===== src/rtl/uart_tx_ce.sv =====
// UART transmitter paced by a one-cycle bit enable (ce): start bit, LSB-first data, optional parity, stop bits.
// Start bit on the first ce after acceptance; tx_ready is low (words held off) from acceptance until frame end.
module uart_tx_ce #(
  parameter int DATA_BITS = 8,
  parameter int PARITY    = 0,
  parameter int STOP_BITS = 1
) (
  input  logic                 clk,
  input  logic                 rst,
  input  logic                 ce,
  input  logic [DATA_BITS-1:0] tx_data,
  input  logic                 tx_valid,
  output logic                 tx_ready,
  output logic                 tx,
  output logic                 busy
);

  if (DATA_BITS < 5 || DATA_BITS > 9) begin : g_bad_data_bits
    $error("uart_tx_ce: DATA_BITS must be 5..9");
  end
  if (PARITY < 0 || PARITY > 2) begin : g_bad_parity
    $error("uart_tx_ce: PARITY must be 0, 1 or 2");
  end
  if (STOP_BITS != 1 && STOP_BITS != 2) begin : g_bad_stop_bits
    $error("uart_tx_ce: STOP_BITS must be 1 or 2");
  end

  localparam int             CW        = $clog2(DATA_BITS);
  localparam logic [CW-1:0]  LAST_BIT  = CW'(DATA_BITS - 1);
  localparam logic           LAST_STOP = (STOP_BITS == 2);
  localparam logic           HAS_PAR   = (PARITY != 0);
  localparam logic           ODD       = (PARITY == 2);

  typedef enum logic [2:0] {
    IDLE  = 3'd0,
    SYNC  = 3'd1,
    START = 3'd2,
    DATA  = 3'd3,
    PAR   = 3'd4,
    STOP  = 3'd5
  } state_t;

  state_t               state_q, state_d;
  logic [DATA_BITS-1:0] shift_q, shift_d;
  logic [CW-1:0]        bit_cnt_q, bit_cnt_d;
  logic                 stop_cnt_q, stop_cnt_d;
  logic                 par_q, par_d;
  logic                 tx_q, tx_d;

  always_ff @(posedge clk or posedge rst) begin
    if (rst) begin
      state_q    <= IDLE;
      shift_q    <= '0;
      bit_cnt_q  <= '0;
      stop_cnt_q <= 1'b0;
      par_q      <= 1'b0;
      tx_q       <= 1'b1;
    end else begin
      state_q    <= state_d;
      shift_q    <= shift_d;
      bit_cnt_q  <= bit_cnt_d;
      stop_cnt_q <= stop_cnt_d;
      par_q      <= par_d;
      tx_q       <= tx_d;
    end
  end

  // Only acceptance ignores ce; every other move waits for the bit tick.
  always_comb begin
    state_d = state_q;
    case (state_q)
      IDLE:    if (tx_valid) state_d = SYNC;
      SYNC:    if (ce) state_d = START;
      START:   if (ce) state_d = DATA;
      DATA:    if (ce && bit_cnt_q == LAST_BIT) state_d = HAS_PAR ? PAR : STOP;
      PAR:     if (ce) state_d = STOP;
      STOP:    if (ce && stop_cnt_q == LAST_STOP) state_d = IDLE;
      default: state_d = IDLE;
    endcase
  end

  // Parity is folded at acceptance so the shifter can discard bits as they go out.
  always_comb begin
    shift_d    = shift_q;
    bit_cnt_d  = bit_cnt_q;
    stop_cnt_d = stop_cnt_q;
    par_d      = par_q;
    tx_d       = tx_q;
    case (state_q)
      IDLE: begin
        tx_d = 1'b1;
        if (tx_valid) begin
          shift_d = tx_data;
          par_d   = (^tx_data) ^ ODD;
        end
      end
      SYNC: if (ce) tx_d = 1'b0;
      START: begin
        if (ce) begin
          tx_d      = shift_q[0];
          bit_cnt_d = '0;
        end
      end
      DATA: begin
        if (ce) begin
          if (bit_cnt_q != LAST_BIT) begin
            bit_cnt_d = bit_cnt_q + CW'(1);
            shift_d   = shift_q >> 1;
            tx_d      = shift_q[1];
          end else if (HAS_PAR) begin
            tx_d = par_q;
          end else begin
            tx_d       = 1'b1;
            stop_cnt_d = 1'b0;
          end
        end
      end
      PAR: begin
        if (ce) begin
          tx_d       = 1'b1;
          stop_cnt_d = 1'b0;
        end
      end
      STOP: if (ce && stop_cnt_q != LAST_STOP) stop_cnt_d = stop_cnt_q + 1'b1;
      default: tx_d = 1'b1;
    endcase
  end

  assign tx       = tx_q;
  assign busy     = (state_q != IDLE);
  assign tx_ready = (state_q == IDLE) && !rst;

endmodule


===== config.mk =====
export PLATFORM = sky130hd
export DESIGN_NAME = uart_tx_ce
export DESIGN_NICKNAME = d
export VERILOG_FILES = /design/src/rtl/uart_tx_ce.sv
export SDC_FILE = /design/constraint.sdc
export NUM_CORES = 1
export LEC_CHECK = 0
export BUFFER_PORTS_ARGS = -buffer_cell sky130_fd_sc_hd__buf_2
export CELL_PAD_IN_SITES_DETAIL_PLACEMENT = 1
export CELL_PAD_IN_SITES_GLOBAL_PLACEMENT = 2
export CORE_ASPECT_RATIO = 0.75
export CORE_MARGIN = 1
export CORE_UTILIZATION = 35
export DETAILED_ROUTE_END_ITERATION = 7
export HOLD_SLACK_MARGIN = 0.08
export PLACE_DENSITY = 0.77
export SKIP_LAST_GASP = 1
export SLEW_MARGIN = 40
export SYNTH_ARGS = -nofsm -noshare
export SYNTH_HDL_FRONTEND = slang
export SYNTH_SLANG_ARGS = --single-unit

===== constraint.sdc =====
create_clock -name clk -period 2.3 [get_ports clk]
set_clock_uncertainty 0.15 [all_clocks]
set_input_delay 0.46 -clock clk [delete_from_list [all_inputs] [get_ports clk]]
set_output_delay 0.46 -clock clk [all_outputs]
set_load 0.005 [all_outputs]

==> out/qor.yml <==
synthesis:
  synthTopCellsByCount: "dfrtp_1 (15), mux2_2 (15), nor2_1 (6), o21ai_0 (5), nand2_1 (4)"
  seq_area_frac_synth: 0.443
  yosys-top-cells-area: "dfrtp_1 (41%), mux2_2 (19%), dfstp_2 (2.9%)"
  synthesis.area_sq_um: 907
  yosysWarningCount: 0
  yosysTopAreaCell: "dfrtp_1"
  synth-edff-count: 0
  netlist_instances: 82
  synth_top_area_share: 0.414
  syn_area_per_cell_sq_um: 11.1
  syn_nets: 96
  synth_flop_cell: "dfrtp_1"
  async_flop_share: 1.00
  ys_types: 32
  ys_seq_elements: 16
placement:
  placement.io_buffers: 14
  dp_hpwl_mm: 1.38
  place_congestion: 0.702
  dpl-instance-area_sq_um: 1020
  dp.cells: 128
sta:
  finalSetupTns_ps: 0
  fin_hold_ws_ps: 84.0
  setup_viol: 0
  final.min_clock_period_ps: 2090
  timing_worst_slew_pin_value_ps: 615
  clock.fmax_mhz: 479
  hold_violations: 0
  rsz0062_at_grt: "no"
  drv_slew: 0
  fin_crit_sh: 0.909
  slew-limit-headroom: 0.589
route:
  wl_per_cell_um: 13.9
  ant_nets: 0
  routed_wl_mm: 1.83
  via_per_inst: 5.17
  dr.pass1.iters: 4
  drc: 0
  drt_iter0_drc: 23
  route.vias.total: 682
setup_path:
  cp-start-kind: "register"
  worstPathRequired_ps: 1690
  crit_type: "reg -> out"
  worstSetupEndpointType: "primary output"
  crit_arrival_ps: 1480
  worstPathMaxFanout: 9
finish:
  synthToLayoutAreaGrowth_pct: 16.4
  final_cells: 132
  fin_nets: 113
  post-route-cell-area_sq_um: 1060
  diodes: 0
  nFillCells: 282
  layout-drive-gt1-share: 0.408
clock_tree:
  cts_setup_buffers: 0
  max-clock-path-buffers: 2
  cts_buffers: 3
  cts_root_buf: "clkbuf_4"
  cts_tree: "yes"
  h-tree-depth: 1
  ctsResizeCount: 0
  path_clk_slew_ps: 90
  clock_sinks: 16
  clk_latency_ps: 290
  hold_buffers: 0
floorplan:
  ios: 15
  dieArea_sq_um: 2800
  die_h_um: 46.1
  die_x_um: 60.8
  start_util: 0.384
  rows: 15
  core_sq_um: 2360
global_routing:
  grt_antenna_before_repair: 0
  overflow: 0
  grt_pass1_vias: 688
  grt_first_pass_wirelength_mm: 3.28
  grtUsageTotal: 0.168
  grt_max_degree: 17
outcome:
  status: "complete, no violations"
pwr:
  p_per_area_nw_per_um2: 1180
  max-vdd-ir-drop_uv: 545
  power.total_mw: 1.25
  leakage_nw: 0.489
run:
  drv_cap: 0
hold_path:
  hold_path.class: "in -> async"
flip-flops by register name, indices dropped and copies added, names as in the netlist:
signal      cells
shift_q         8
bit_cnt_q       3
state_q         3
stop_cnt_q      1
tx              1
final timing paths:
check	end	cells after the start	from	slack [ps]
min reg2reg	shift_q[3]$_DFFE_PP0P_	1	shift_q[3]$_DFFE_PP0P_	360
min in group clk	shift_q[7]$_DFFE_PP0P_	3	tx_data[7]	250
max	tx_ready	4	state_q[1]$_DFFE_PP0P_	210
max reg2reg	shift_q[5]$_DFFE_PP0P_	5	bit_cnt_q[0]$_DFFE_PP0P_	290
min	bit_cnt_q[2]$_DFFE_PP0P_	2	rst	80
max in group asynchronous	shift_q[3]$_DFFE_PP0P_	2	rst	1520
worst max-delay path, stage by stage, from the launching register on:
cell,delay [ps]
dfrtp_1,440
buf_4,190
or3_1,360
nor2_1,90
buf_2,110
cell families after synthesis:
| kind of cell | after synthesis | synth area share |
|---|---|---|
| muxes | 17 | 0.208 |
| AOI/OAI and AO/OA | 17 | 0.145 |
| DFF | 16 | 0.443 |
| buffers and inverters | 8 | 0.0372 |
| and+or+nand+nor | 22 | 0.139 |
| adders and majority gates | 2 | 0.0276 |
stage by stage:
step / setup WS [ps] / utilization
6_report: 210 / 0.447
2_1_floorplan: 274 / -
5_1_grt: 135 / 0.447
3_3_place_gp: 341 / 0.431
3_5_place_dp: 295 / 0.431
4_1_cts: 191 / 0.447
layout by cell type, fill, tap and decap left out, drive strengths merged, types with 2 or more instances in the layout:
cell / n
ha: 2
nand3b: 2
mux2: 15
dfrtp: 15
clkbuf: 4
buf: 17
nand2: 4
mux2i: 2
o21ai: 5
nand2b: 2
inv: 3
nor2: 6
nor2b: 2
a22o: 2
where the power goes:
| part | leakage [nW] | internal (mW) | switching, mW | total, mW |
|---|---|---|---|---|
| clock network | 0.0210 | 0.0966 | 0.0899 | 0.187 |
| logic | 0.273 | 0.329 | 0.242 | 0.571 |
| registers | 0.195 | 0.402 | 0.0884 | 0.491 |
| total | 0.489 | 0.828 | 0.420 | 1.25 |
area by class of cell:
type | instances | area, sq um | share of cell area
flip-flops and latches | 16 | 402 | 0.380
multi-input cells | 58 | 472 | 0.447
well taps | 34 | 42.5 | 0.0403
clock buffers | 4 | 36.3 | 0.0344
inverters | 3 | 11.3 | 0.0107
repair buffers | 17 | 92.6 | 0.0877
routing by layer:
| layer | GRT usage | wire length, um |
|---|---|---|
| met1 | 0.224 | 891 |
| met2 | 0.259 | 818 |
| met3 | 0.0534 | 96 |
| met4 | 0.0545 | 24 |
| met5 | 0 | 0 |
No activity file was read; power rests on OpenSTA's default activity.
